$ cat src/rtl/alu_modport_pkg.sv
// Shared opcode encoding and width constants
// for the registered 32-bit signed ALU.
package alu_pkg;

  localparam int DATA_W = 32;
  localparam logic [DATA_W-1:0] INT_MIN = 32'h8000_0000;

  typedef enum logic [2:0] {
    OP_ADD  = 3'b000,
    OP_SUB  = 3'b001,
    OP_MUL  = 3'b010,
    OP_DIV  = 3'b011,
    OP_AND  = 3'b100,
    OP_OR   = 3'b101,
    OP_XOR  = 3'b110,
    OP_RSVD = 3'b111
  } op_e;

endpackage

$ cat src/rtl/alu_modport_if.sv
// Operand/result bundle between the stimulus
// side (master) and the ALU (slave).
interface alu_modport_if;
  import alu_pkg::*;

  logic signed [DATA_W-1:0] A;
  logic signed [DATA_W-1:0] B;
  logic [2:0]               opcode;
  logic [DATA_W-1:0]        Result;
  logic                     Error;

  modport master (
    output A, B, opcode,
    input  Result, Error
  );

  modport slave (
    input  A, B, opcode,
    output Result, Error
  );
endinterface

$ cat src/rtl/alu_modport_core.sv
// Combinational next-state logic for the ALU:
// result and error for every opcode.
module alu_core
  import alu_pkg::*;
(
  input  logic signed [DATA_W-1:0] i_a,
  input  logic signed [DATA_W-1:0] i_b,
  input  logic [2:0]               i_op,
  output logic [DATA_W-1:0]        o_result,
  output logic                     o_error
);

  op_e                       w_op;
  logic [DATA_W:0]           w_add;
  logic [DATA_W:0]           w_sub;
  logic signed [2*DATA_W-1:0] w_prod;
  logic                      w_div_zero;
  logic                      w_div_ovf;
  logic signed [DATA_W-1:0]  w_div_b;
  logic signed [DATA_W-1:0]  w_quo;

  assign w_op  = op_e'(i_op);
  assign w_add = {i_a[DATA_W-1], i_a} + {i_b[DATA_W-1], i_b};
  assign w_sub = {i_a[DATA_W-1], i_a} - {i_b[DATA_W-1], i_b};
  assign w_prod =
    $signed({{DATA_W{i_a[DATA_W-1]}}, i_a}) *
    $signed({{DATA_W{i_b[DATA_W-1]}}, i_b});

  assign w_div_zero = (i_b == '0);
  assign w_div_ovf  = (i_a == INT_MIN) && (i_b == '1);
  // Keep the divider away from its undefined cases.
  assign w_div_b = (w_div_zero || w_div_ovf) ? 32'sd1 : i_b;
  assign w_quo   = i_a / w_div_b;

  always_comb begin
    o_result = '0;
    o_error  = 1'b0;
    unique case (w_op)
      OP_ADD: begin
        o_result = w_add[DATA_W-1:0];
        o_error  = w_add[DATA_W] ^ w_add[DATA_W-1];
      end
      OP_SUB: begin
        o_result = w_sub[DATA_W-1:0];
        o_error  = w_sub[DATA_W] ^ w_sub[DATA_W-1];
      end
      OP_MUL: begin
        o_result = w_prod[DATA_W-1:0];
        o_error  = !((&w_prod[2*DATA_W-1:DATA_W-1]) ||
                     ~|w_prod[2*DATA_W-1:DATA_W-1]);
      end
      OP_DIV: begin
        if (w_div_zero) begin
          o_result = '0;
          o_error  = 1'b1;
        end else if (w_div_ovf) begin
          o_result = INT_MIN;
          o_error  = 1'b1;
        end else begin
          o_result = w_quo;
        end
      end
      OP_AND:  o_result = i_a & i_b;
      OP_OR:   o_result = i_a | i_b;
      OP_XOR:  o_result = i_a ^ i_b;
      OP_RSVD: begin
        o_result = '0;
        o_error  = 1'b1;
      end
    endcase
  end

endmodule

$ cat src/rtl/alu_modport.sv
// Registered 32-bit signed ALU: one operation
// per cycle, one-cycle latency.
module alu_modport
  import alu_pkg::*;
(
  input  logic         clk,
  input  logic         rst,
  alu_modport_if.slave bus
);

  logic [DATA_W-1:0] w_result;
  logic              w_error;
  logic [DATA_W-1:0] r_result;
  logic              r_error;

  alu_core u_core (
    .i_a      (bus.A),
    .i_b      (bus.B),
    .i_op     (bus.opcode),
    .o_result (w_result),
    .o_error  (w_error)
  );

  always_ff @(posedge clk) begin
    if (rst) begin
      r_result <= '0;
      r_error  <= 1'b0;
    end else begin
      r_result <= w_result;
      r_error  <= w_error;
    end
  end

  assign bus.Result = r_result;
  assign bus.Error  = r_error;

endmodule

$ cat src/flat_wrapper.sv
// flat-port wrapper written by rule: the top's interface ports become plain ports
module alu_modport_flat import alu_pkg::*;
  (clk, rst, bus_A, bus_B, bus_opcode, bus_Result, bus_Error);
  alu_modport_if bus_i ();
  input  logic clk;
  input  logic rst;
  input wire logic [$bits(bus_i.A)-1:0] bus_A;
  input wire logic [$bits(bus_i.B)-1:0] bus_B;
  input wire logic [$bits(bus_i.opcode)-1:0] bus_opcode;
  output wire logic [$bits(bus_i.Result)-1:0] bus_Result;
  output wire logic [$bits(bus_i.Error)-1:0] bus_Error;
  assign bus_i.A = bus_A;
  assign bus_i.B = bus_B;
  assign bus_i.opcode = bus_opcode;
  assign bus_Result = bus_i.Result;
  assign bus_Error = bus_i.Error;
  alu_modport u_core (.clk(clk), .rst(rst), .bus(bus_i));
endmodule
$ cat config.mk
export PLATFORM = sky130hd
export DESIGN_NAME = alu_modport_flat
export DESIGN_NICKNAME = d
export VERILOG_FILES = /design/src/rtl/alu_modport_pkg.sv /design/src/rtl/alu_modport_if.sv /design/src/rtl/alu_modport_core.sv /design/src/rtl/alu_modport.sv /design/src/flat_wrapper.sv
export SDC_FILE = /design/constraint.sdc
export NUM_CORES = 2
export LEC_CHECK = 0
export BUFFER_PORTS_ARGS = -buffer_cell sky130_fd_sc_hd__buf_2
export CAP_MARGIN = 15
export CORE_MARGIN = 2
export CORE_UTILIZATION = 55
export CTS_CLUSTER_SIZE = 40
export DETAILED_ROUTE_END_ITERATION = 8
export PLACE_DENSITY = 0.71
export SLEW_MARGIN = 10
export SYNTH_ARGS = -nofsm -noshare
export SYNTH_HDL_FRONTEND = slang
export SYNTH_SLANG_ARGS = --single-unit
$ cat constraint.sdc
create_clock -name clk -period 274.8 [get_ports clk]
set_input_delay 41.22 -clock clk [delete_from_list [all_inputs] [get_ports clk]]
set_output_delay 41.22 -clock clk [all_outputs]
set_load 0.05 [all_outputs]
# After elaboration in Yosys (flattened, before gate mapping)
# Cells that the tools add are included.
# classes
addsub	2
multipliers	1
div_mod_pow	1
eq_ne	9
muxes	7
bitwise_logic	5
reduce_logical	9
# op_table
op	count
$pmux W32 S8	1
$mux W32	3
$eq A32 B32 Y1 const B	2
$mul A32 B32 Y64	1
$add A32 B32 Y33	1
$reduce_and A33 Y1	1
$reduce_or A33 Y1	1
$sub A32 B32 Y33	1
$and A32 B32 Y32	1
$div A32 B32 Y32	1
$logic_not A32 Y1	1
$or A32 B32 Y32	1
$xor A32 B32 Y32	1
$eq A3 B3 Y1 const B	4
$eq A3 B2 Y1 const B	2
$pmux W1 S5	1
$eq A3 B1 Y1 const B	1
$logic_not A3 Y1	1
$logic_not A1 Y1	2
$logic_or A1 B1 Y1	2
$mux W1	2
$xor A1 B1 Y1	2
$logic_and A1 B1 Y1	1
# word_totals
reg_bits	33
in_bits	69
out_inout_bits	33

# Logic depth before layout (Yosys ltp)
# logic_depth
word_depth	8
depth_mapped	407
ltp_nobuf	371

# By module
# A second synthesis with hierarchy kept.
# unflattened
hier_cells	9350
hier_area_um2	71705.0
# by_module_without_submodules
mod	n_inst	cells_per_inst	area_per_inst_um2
alu_core	1	9281	70815.4
alu_modport	1	69	889.6

# Worst setup path before layout
# Ideal clock, no wire load.
# synth_path
path_type	input port to flip-flop
start	in bus_A[1]
end	reg u_core.r_result[28] (netlist: u_core.bus.Result[28])
arrival_ps	121737
slack_ps	152925
cell_stages	372
n_path_buf	54
cell_sequence	clkbuf_1 > inv_1 > buf_1 > ha_1 > nor4b_2 > nand2_1 > or4_1 > or2_2 > clkbuf_1 > and2_1 > clkbuf_1 > nand2_1 > inv_1 > ha_1 > or4b_1 > clkbuf_1 > o41ai_1 > xnor2_1 > [... 336 more ...] > mux2i_1 > ha_1 > a21o_1 > a21o_1 > a21o_1 > a21o_1 > a21o_1 > a21o_1 > a21o_1 > a21o_1 > a21oi_1 > ha_1 > and4_1 > nand4_1 > o21ai_0 > xnor2_1 > a221oi_1 > a211oi_1
# synth_between
elab_chain_len	8
# synth_lines
item	line	text
from (decl)	flat_wrapper.sv:7	input wire logic [$bits(bus_i.A)-1:0] bus_A;
$eq A32 B32 Y1	alu_modport_core.sv:30	assign w_div_ovf = (i_a == INT_MIN) && (i_b == '1);
$logic_and A1 B1 Y1	alu_modport_core.sv:30	
$logic_or A1 B1 Y1	alu_modport_core.sv:32	assign w_div_b = (w_div_zero || w_div_ovf) ? 32'sd1 : i_b;
$mux W32	alu_modport_core.sv:32	
$div A32 B32 Y32	alu_modport_core.sv:33	assign w_quo = i_a / w_div_b;
$mux W32	alu_modport_core.sv:56	end else if (w_div_ovf) begin
$mux W32	alu_modport_core.sv:53	if (w_div_zero) begin
$pmux W32 S8 *	alu_modport_core.sv:38	unique case (w_op)
to (signal assigned)	alu_modport.sv:29	r_result <= w_result;
to (decl)	alu_modport.sv:13	logic [DATA_W-1:0] r_result;
# Every way passes the cells marked *; elsewhere a longest branch is shown, timed or not.
# A chain may end at the register's enable or synchronous reset.

# Worst setup path in the final report
# layout_path
start	in bus_A[0]
end	reg u_core.r_result[28] (netlist: u_core.bus.Result[28])
# The elaborated chain is that of the path after synthesis.

==> reports/qor.csv <==
stage,metric,value,unit
floorplanning,pin_count,102,
floorplanning,fp.dieW,364,um
route,drtPass1Iterations,9,
sta,rsz0062_at_grt,false,
final_layout,drive_gt1_frac,0.0567,
global_routing,antenna_found_initial,29,
clock_tree,h-tree-depth,2,
min_path,hold_path_class,in -> reg,
sta,setup_viol,0,
setup_path,crit_arrival,139600,ps
setup_path,startpoint_type,primary input,
synthesis,synth_top_area_cell,fa_1,
sta,slew_headroom,0.155,
route,wire_per_inst,28.0,um
clock_tree,ctsRootBufferMaster,clkbuf_16,
setup_path,critPathMaxStageDelay,890,ps
synthesis,synthFlopType,dfxtp_1,
global_routing,grt_pass1_vias,71590,
global_routing,grt-ovfl-total,0,
synthesis,synth-edff-count,0,
setup_path,cp-end-kind,flip-flop,
setup_path,crit_top_cell,ha_1,
synthesis,mappedNetlistArea,71400,um^2
status,status,"complete, but fails checks",
job,cap_violations,0,
clock_tree,clk_pin_slew,70,ps
sta,final_max_slew_viol_count,0,
final_layout,final_common_cell,inv_1,
synthesis,synth-seq-cells,33,
setup_path,required,274920,ps
sta,setup_tns,0,ps
clock_tree,numCtsBuffers,5,
global_routing,grt_pass1_wl,455000,um
placement,portBuffers,101,
synthesis,synth_top_area_share,0.304,
clock_tree,cts_sinks,33,
synthesis,yosysSeqAreaShare,0.00926,
setup_path,critPathMaxFanout,41,
floorplanning,die-area,133000,um^2
clock_tree,ctsHoldBuffers,0,
status,violations,DRC,
final_layout,final_nets,11194,
route,viasPerCell,6.51,
floorplanning,core_area,129000,um^2
sta,fin_crit_sh,0.508,
synthesis,synthTopCellsByArea,"fa_1, ha_1, inv_1, nor2_1, nand2_1",
route,drc,25,
setup_path,slowest_stage,a2111oi_0,
synthesis,avgSynthCellArea,7.65,um^2
floorplanning,start_util,0.552,
synthesis,post_synth_num_cell_types,106,
global_routing,grt_usage,0.463,
synthesis,async_reset_ff_frac,0,
final_layout,syn_to_final_growth,4.18,%
clock_tree,cts_tree,built,
route,first_iter_violations,8078,
global_routing,grt_max_degree,50,
clock_tree,postCtsSetupRepairBufs,0,
clock_tree,cts_resized,0,
clock_tree,clockBufferDepth,2,
synthesis,synth.net_count,11293,
sta,timing.final.crit_period,139480,ps
route,vias,71473,
route,routed_wl,307000,um
setup_path,cp_top_family,compound AO/OA/AOI/OAI gates,
setup_path,critPathKind,in -> reg,
sta,hold_viol_final,0,
final_layout,final_cell_mix,"inv_1, nor2_1, fa_1, nand2_1, ha_1",
placement,hpwl,243000,um
synthesis,synthCells,9327,
route,postRouteAntennaNets,0,
placement,finalWeightedCongestion,1.09,
floorplanning,rows,132,
setup_path,crit_buf_inv,20,
sta,worstMarginPinSlew,1260,ps
floorplanning,die-height,364,um
synthesis,yosys_warnings,0,
sta,fmax,0.00717,GHz
[sequential cells by signal, indices dropped and copies added (netlist names)]
name	cells
u_core.bus.Result	32
u_core.bus.Error	1
[cells by family after synthesis]
group,Yosys count,share of synthesized area
adders and majority gates,1897,0.447
AOI/OAI and AO/OA,1922,0.177
and+or+nand+nor,3087,0.194
xor gates and xnor gates,513,0.0631
DFF,33,0.00926
buffers and inverters,1763,0.0936
muxes,112,0.0170
[per-layer routing]
metal | GRT usage | wire, um | vias to the layer above
met3 | 0.130 | 36800 | 1303
met4 | 0.319 | 27200 | 18
li1 | - | - | 30821
met2 | 0.705 | 131000 | 4638
met1 | 0.567 | 112000 | 34693
met5 | 0 | 109 | -
[worst paths after layout]
path              cells past startpoint                    end     startpoint  slack, ps
setup / recovery                    349  u_core.bus.Result[28]       bus_A[0]     135320
hold / removal                        3       u_core.bus.Error  bus_opcode[0]      41500
[worst min-delay path, stage by stage]
cell	delay [ps]
buf_2	310
nand2_1	130
a31oi_1	70
[stage by stage]
stage	area (um^2)	util	cells	hold slack, ps	worst slack [ps]
global placement	74100	0.574	10961	41690	140380
detailed placement	74100	0.574	10962	41690	138340
global route	74300	0.575	10973	41510	129960
finish	74300	0.576	10986	41500	135320
CTS	74300	0.575	10970	41460	138490
floorplan	71400	-	9327	41520	152930
[cells in the mapped netlist (165+ instances only)]
library cell	count
clkbuf_1	282
o21ai_0	348
a21o_1	219
xnor2_1	347
nor2_1	1210
inv_1	1336
a21oi_1	496
ha_1	813
nor3_1	191
fa_1	1084
xor2_1	165
nand2_1	936
[cell type report]
type	count	area [um^2]
well taps	1742	2180
fillers	12283	54800
flip-flops and latches	33	661
diodes	15	37.5
clock buffers	5	125
clock inverters	3	17.5
inverters	1370	5140
multi-input cells	7531	64300
repair buffers	287	1900
Power is not shown: default switching activity piles up to over one toggle a cycle in this logic, so the estimate is an artifact.
